$ cat src/rtl/sum_diff_recombiner_if.sv
// Sample/flag bundle between the sum/difference path, the recombiner and the I/Q DAC formatter.
interface sum_diff_recombiner_if #(
  parameter int unsigned WIDTH = 32
);
  logic [WIDTH-1:0] sum_in;
  logic             sum_valid;
  logic [WIDTH-1:0] diff_in;
  logic             diff_valid;
  logic             clear_err;
  logic [WIDTH-1:0] i_out;
  logic [WIDTH-1:0] q_out;
  logic             output_ready;
  logic             overrun;
  logic             saturated;

  modport master (
    output sum_in, sum_valid, diff_in, diff_valid, clear_err,
    input  i_out, q_out, output_ready, overrun, saturated
  );

  modport slave (
    input  sum_in, sum_valid, diff_in, diff_valid, clear_err,
    output i_out, q_out, output_ready, overrun, saturated
  );
endinterface

$ cat src/rtl/sum_diff_recombiner.sv
// Pairs halved-sum S and halved-difference D words and rebuilds I=S+D, Q=S-D with saturation.
module sum_diff_recombiner #(
  parameter int unsigned WIDTH = 32
) (
  input logic                 M100CLK,
  input logic                 reset,
  sum_diff_recombiner_if.slave bus
);

  localparam int unsigned WE = WIDTH + 1;
  localparam logic [WIDTH-1:0] MAX_POS = {1'b0, {(WIDTH-1){1'b1}}};
  localparam logic [WIDTH-1:0] MIN_NEG = {1'b1, {(WIDTH-1){1'b0}}};

  logic [WIDTH-1:0] hs_q, hs_d, hd_q, hd_d;
  logic             hs_full_q, hs_full_d, hd_full_q, hd_full_d;
  logic [WE-1:0]    ip_q, ip_d, qp_q, qp_d;
  logic             s1_valid_q, s1_valid_d;
  logic [WIDTH-1:0] i_q, i_d, q_q, q_d;
  logic             ready_q, ready_d;
  logic             overrun_q, overrun_d;
  logic             sat_q, sat_d;

  logic          fire;
  logic          ovr_set;
  logic          clip_i, clip_q;
  logic [WE-1:0] s_ext, d_ext;

  // Top two bits differing means the WIDTH+1 result does not fit in WIDTH bits.
  function automatic logic [WIDTH-1:0] sat_val(input logic [WE-1:0] v);
    if (v[WE-1] != v[WE-2]) return v[WE-1] ? MIN_NEG : MAX_POS;
    return v[WIDTH-1:0];
  endfunction

  always_comb begin
    hs_d       = hs_q;
    hd_d       = hd_q;
    hs_full_d  = hs_full_q;
    hd_full_d  = hd_full_q;
    ip_d       = ip_q;
    qp_d       = qp_q;
    s1_valid_d = 1'b0;
    i_d        = i_q;
    q_d        = q_q;
    ready_d    = 1'b0;
    clip_i     = 1'b0;
    clip_q     = 1'b0;

    fire  = hs_full_q & hd_full_q;
    s_ext = {hs_q[WIDTH-1], hs_q};
    d_ext = {hd_q[WIDTH-1], hd_q};

    // A reload on the same edge a pair leaves is a refill, not an overrun.
    ovr_set = ~fire & ((bus.sum_valid & hs_full_q) | (bus.diff_valid & hd_full_q));

    if (bus.sum_valid)  hs_d = bus.sum_in;
    if (bus.diff_valid) hd_d = bus.diff_in;

    if (fire) begin
      hs_full_d  = bus.sum_valid;
      hd_full_d  = bus.diff_valid;
      ip_d       = WE'(s_ext + d_ext);
      qp_d       = WE'(s_ext - d_ext);
      s1_valid_d = 1'b1;
    end else begin
      if (bus.sum_valid)  hs_full_d = 1'b1;
      if (bus.diff_valid) hd_full_d = 1'b1;
    end

    if (s1_valid_q) begin
      i_d     = sat_val(ip_q);
      q_d     = sat_val(qp_q);
      clip_i  = ip_q[WE-1] != ip_q[WE-2];
      clip_q  = qp_q[WE-1] != qp_q[WE-2];
      ready_d = 1'b1;
    end

    // Set wins over a simultaneous clear.
    overrun_d = (overrun_q & ~bus.clear_err) | ovr_set;
    sat_d     = (sat_q & ~bus.clear_err) | clip_i | clip_q;
  end

  always_ff @(posedge M100CLK or negedge reset) begin
    if (!reset) begin
      hs_q       <= '0;
      hd_q       <= '0;
      hs_full_q  <= 1'b0;
      hd_full_q  <= 1'b0;
      ip_q       <= '0;
      qp_q       <= '0;
      s1_valid_q <= 1'b0;
      i_q        <= '0;
      q_q        <= '0;
      ready_q    <= 1'b0;
      overrun_q  <= 1'b0;
      sat_q      <= 1'b0;
    end else begin
      hs_q       <= hs_d;
      hd_q       <= hd_d;
      hs_full_q  <= hs_full_d;
      hd_full_q  <= hd_full_d;
      ip_q       <= ip_d;
      qp_q       <= qp_d;
      s1_valid_q <= s1_valid_d;
      i_q        <= i_d;
      q_q        <= q_d;
      ready_q    <= ready_d;
      overrun_q  <= overrun_d;
      sat_q      <= sat_d;
    end
  end

  assign bus.i_out        = i_q;
  assign bus.q_out        = q_q;
  assign bus.output_ready = ready_q;
  assign bus.overrun      = overrun_q;
  assign bus.saturated    = sat_q;

endmodule
$ cat src/flat_wrapper.sv
// flat-port wrapper written by rule: the top's interface ports become plain ports
module sum_diff_recombiner_flat 
#(
  parameter int unsigned WIDTH = 32
)
  (M100CLK, reset, bus_sum_in, bus_sum_valid, bus_diff_in, bus_diff_valid, bus_clear_err, bus_i_out, bus_q_out, bus_output_ready, bus_overrun, bus_saturated);
  sum_diff_recombiner_if #(.WIDTH(WIDTH)) bus_i ();
  input logic M100CLK;
  input logic reset;
  input wire logic [$bits(bus_i.sum_in)-1:0] bus_sum_in;
  input wire logic [$bits(bus_i.sum_valid)-1:0] bus_sum_valid;
  input wire logic [$bits(bus_i.diff_in)-1:0] bus_diff_in;
  input wire logic [$bits(bus_i.diff_valid)-1:0] bus_diff_valid;
  input wire logic [$bits(bus_i.clear_err)-1:0] bus_clear_err;
  output wire logic [$bits(bus_i.i_out)-1:0] bus_i_out;
  output wire logic [$bits(bus_i.q_out)-1:0] bus_q_out;
  output wire logic [$bits(bus_i.output_ready)-1:0] bus_output_ready;
  output wire logic [$bits(bus_i.overrun)-1:0] bus_overrun;
  output wire logic [$bits(bus_i.saturated)-1:0] bus_saturated;
  assign bus_i.sum_in = bus_sum_in;
  assign bus_i.sum_valid = bus_sum_valid;
  assign bus_i.diff_in = bus_diff_in;
  assign bus_i.diff_valid = bus_diff_valid;
  assign bus_i.clear_err = bus_clear_err;
  assign bus_i_out = bus_i.i_out;
  assign bus_q_out = bus_i.q_out;
  assign bus_output_ready = bus_i.output_ready;
  assign bus_overrun = bus_i.overrun;
  assign bus_saturated = bus_i.saturated;
  sum_diff_recombiner #(.WIDTH(WIDTH)) u_core (.M100CLK(M100CLK), .reset(reset), .bus(bus_i));
endmodule
$ cat config.mk
export PLATFORM = sky130hd
export DESIGN_NAME = sum_diff_recombiner_flat
export DESIGN_NICKNAME = d
export VERILOG_FILES = /design/src/rtl/sum_diff_recombiner_if.sv /design/src/rtl/sum_diff_recombiner.sv /design/src/flat_wrapper.sv
export SDC_FILE = /design/constraint.sdc
export NUM_CORES = 1
export LEC_CHECK = 0
export CORE_ASPECT_RATIO = 1.2
export CORE_MARGIN = 2
export CORE_UTILIZATION = 40
export CTS_BUF_LIST = sky130_fd_sc_hd__clkbuf_8
export DETAILED_ROUTE_END_ITERATION = 7
export PLACE_DENSITY = 0.67
export SLEW_MARGIN = 20
export SYNTH_ARGS = -nofsm -noshare
export SYNTH_HDL_FRONTEND = slang
export SYNTH_SLANG_ARGS = --single-unit
$ cat constraint.sdc
create_clock -name M100CLK -period 4.2 [get_ports M100CLK]
set_input_delay 0.84 -clock M100CLK [delete_from_list [all_inputs] [get_ports M100CLK]]
set_output_delay 0.84 -clock M100CLK [all_outputs]
set_load 0.05 [all_outputs]
==> impl_metrics.csv <==
group,metric,value,unit
critical_path,critical_path_buf_inv_count,1,
power_and_ir_drop,static-leakage-power,5.56,nW
timing,timing.slew.headroom,34.0,%
die,design.portCount,136,
grt,antenna_violations_before_repair,0,
grt,number_of_global_route_vias_before_repair,8592,
synthesis,ys_seq_elements,199,
critical_path,timing.critical_path.max_delay_family,"compound AO/OA/AOI/OAI gates",
critical_path,timing.rr.start,"u_core.hd_q[2]",
synthesis,ys.warnings.count,0,
critical_path,nature_of_the_critical_path_endpoint,"register",
final_layout,design.final.nets,1445,
critical_path,crit_path_top_delay_cell,"a41oi_1",
synthesis,synth.most_common_cell,"dfrtp_1",
timing,hold_violations,0,
timing,clock.fmax,0.295,GHz
synthesis,synth_top_cells_by_area,"dfrtp_1 (46%), a21oi_1 (8.5%), ha_1 (7.8%)",
detailed_routing,wl_met2,13.0,mm
synthesis,avgSynthCellArea,8.99,µm²
outcome,outcome,"finished, final reports clean",
synthesis,number_of_distinct_standard_cells_referenced_by_the_synthesized_netlist,66,
clock_network,cts_setup_buffers,0,
timing,report.final.slew_viol_count,0,
timing,period_share,80.7,%
detailed_routing,dr_drc_count,0,
synthesis,synthDominantAreaCellType,"dfrtp_1",
detailed_routing,detailroute.via_count,8876,
clock_network,clk_root_buffer_cell,"clkbuf_8",
critical_path,arrival,3.73,ns
detailed_routing,avgViaCountPerCell,5.35,
grt,gr-total-overflow,0,
timing,rsz0062_at_grt,"no",
die,placeableCoreArea,27000,µm²
critical_path,worst-endpoint-required,4.54,ns
final_layout,n_fill_cell,2618,
detailed_routing,wl_per_cell,17.4,µm
clock_network,tritoncts.num_buffers,17,
critical_path,worstRegToRegCells,11,
power_and_ir_drop,power.density,626,nW/µm²
synthesis,synth_sequential_area_ratio,45.6,%
clock_network,cts_hold_buf,0,
synthesis,post_synth_inst_count,1214,
run,drv_cap,0,
clock_network,clockBufferDepth,2,
critical_path,crit_chain,"inv_1 -> ha_1 -> o21ai_0 -> a21oi_1 -> a41oi_1 -> o21ai_1 -> a21o_1 -> a21oi_1 -> o221ai_1 -> xnor2_1 -> o21ai_0",
final_layout,insertedDiodeCount,0,
timing,timing.setup.tns,0,ns
placed_design,post-dp-hpwl,21.1,mm
critical_path,setup.worst_path.class,"register to register",
synthesis,post_synthesis_net_count,1353,
detailed_routing,drt-pass1-iter-count,5,
detailed_routing,routed.top_layer,"met4",
clock_network,clock_transition_time_at_the_flip_flop_clock_pins_of_the_worst_setup_and_hold_paths,0.12,ns
placed_design,place.gp.congestion,0.937,
placed_design,place_area,12500,µm²
timing,timing_worst_slew_pin_value,0.990,ns
critical_path,startpoint_class_of_the_critical_path,"register",
detailed_routing,met3RoutedLength,1.32,mm
power_and_ir_drop,peakVddDrop,284,µV
final_layout,final_layout_size_suffix_gt1_share,6.98,%
final_layout,final_instance_area,12900,µm²
synthesis,synthFlopType,"dfrtp_1",
clock_network,clock_tree_from_tritoncts,"done",
timing,period_needed,3.39,ns
timing,setup_viol,0,
grt,largest_net_degree_at_the_start_of_global_routing,113,
detailed_routing,routed_wirelength,28.8,mm
die,initial_utilization,40.4,%
placed_design,port_buffers,135,
synthesis,most_frequent_cells_after_synthesis,"dfrtp_1 (199), a21oi_1 (186), nor2_1 (127)",
clock_network,worst_skew_pair.late_latency,0.49,ns
die,die_width,155,µm
clock_network,cts_max_level,4,
detailed_routing,number_of_violations_reported_at_the_end_of_detailed_routing_iteration_0,644,
detailed_routing,wirelength_met1,13.9,mm
min_path,holdCritPathClass,"primary input to async pin",
die,die_height,185,µm
synthesis,async_flop_share,100,%
detailed_routing,detail-route-antenna-nets,0,
final_layout,area_growth_syn_to_layout,17.9,%
synthesis,synth-edff-count,0,
critical_path,crit_path_max_incr_delay,0.46,ns
clock_network,cts.sink_count,199,
die,fp-row-count,66,
grt,global_route.usage.total,20.5,%
synthesis,netlist_area,10900,µm²
timing,finClkSkew,0.0221,ns
critical_path,worst_reg_to_reg_setup_slack,0.81,ns
die,dieArea,28600,µm²
grt,global_route_wire_length_before_repair,46.6,mm
clock_network,cts_repair_resize_count,0,
critical_path,timing.critical_path.fanout_max,8,
synthesis,yosysTopAreaCellShare,45.6,%
critical_path,rr_endpoint,"u_core.qp_q[21]",
## worst max-delay path by stage
stage	end	slack [ns]	startpoint	cells past startpoint
6_report	u_core.qp_q[21]	0.81	u_core.hd_q[2]	11
5_1_grt	u_core.qp_q[21]	0.63	u_core.hd_q[2]	11
2_1_floorplan	u_core.ip_q[28]	1.50	u_core.hd_q[0]	11
3_3_place_gp	u_core.qp_q[21]	0.87	u_core.hd_q[2]	11
4_1_cts	u_core.qp_q[21]	0.85	u_core.hd_q[2]	11
3_5_place_dp	u_core.qp_q[21]	0.87	u_core.hd_q[2]	11
## area by class of cell
cell class,instances,area [µm²],area share (%)
multi-input cells,873,5380,41.8
flip-flops and latches,199,4980,38.8
repair buffers,146,1440,11.2
well taps,340,425,3.31
clock buffers,19,262,2.03
inverters,69,259,2.01
clock inverters,12,113,0.876
## per-layer routing
layer  vias up  track usage (%)
met5         -                0
met4         0             6.04
met3        34             3.07
met2       243             32.3
met1      4238             29.5
li1       4361                -
## kinds of logic after synthesis
family          after synthesis  share of synthesized area [%]
compound gates              388                           20.5
xor+xnor                     52                           4.17
fa+ha+maj                    70                           8.17
buf+inv                     142                           5.15
flops                       199                           45.6
mux                          34                           3.47
simple gates                329                           12.9
## flip-flops by register name, summed over array words and instances, names as in the netlist, 32 cells and up
signal            flops
u_core.ip_q          32
u_core.qp_q          33
u_core.bus.i_out     32
u_core.bus.q_out     32
u_core.hs_q          32
u_core.hd_q          32
## report_power, final
part | switching, mW | internal [mW]
logic | 2.62 | 1.34
registers | 0.405 | 2.50
clock network | 0.734 | 0.459
## stage by stage
stage                     hold WS (ns)  cells  power, mW  utilization [%]  worst slack, ns
after floorplan                  0.370   1214       5.52                -             1.50
after detailed placement         0.458   1627       6.89             46.2            0.870
after global placement           0.454   1627       6.85             46.2            0.869
after global routing             0.390   1658       8.56             47.6            0.627
after CTS                        0.379   1658       8.10             47.6            0.845
final                            0.353   1658       8.05             47.6            0.812
## cells in the final DEF (no fill, tap or decap), drive strengths merged, types with 3 or more instances in the layout
| cell type | n |
|---|---|
| dfrtp | 199 |
| a21oi | 187 |
| clkdlybuf4s50 | 132 |
| nor2 | 127 |
| nand2 | 125 |
| o21ai | 116 |
| inv | 69 |
| ha | 68 |
| xnor2 | 44 |
| mux2 | 31 |
| clkbuf | 20 |
| nor3 | 16 |
| o31ai | 14 |
| buf | 13 |
| a21o | 11 |
| and3 | 11 |
| a31oi | 11 |
| nand3 | 10 |
| nand2b | 10 |
| clkinv | 10 |
| xor2 | 8 |
| o21bai | 7 |
| o211ai | 7 |
| nor2b | 6 |
| or3 | 5 |
| nand4 | 5 |
| a211oi | 5 |
| nor4 | 4 |
| mux2i | 3 |
| or4 | 3 |
| o221ai | 3 |
| o311ai | 3 |
Note: power is estimated with default switching activity, not from simulation.
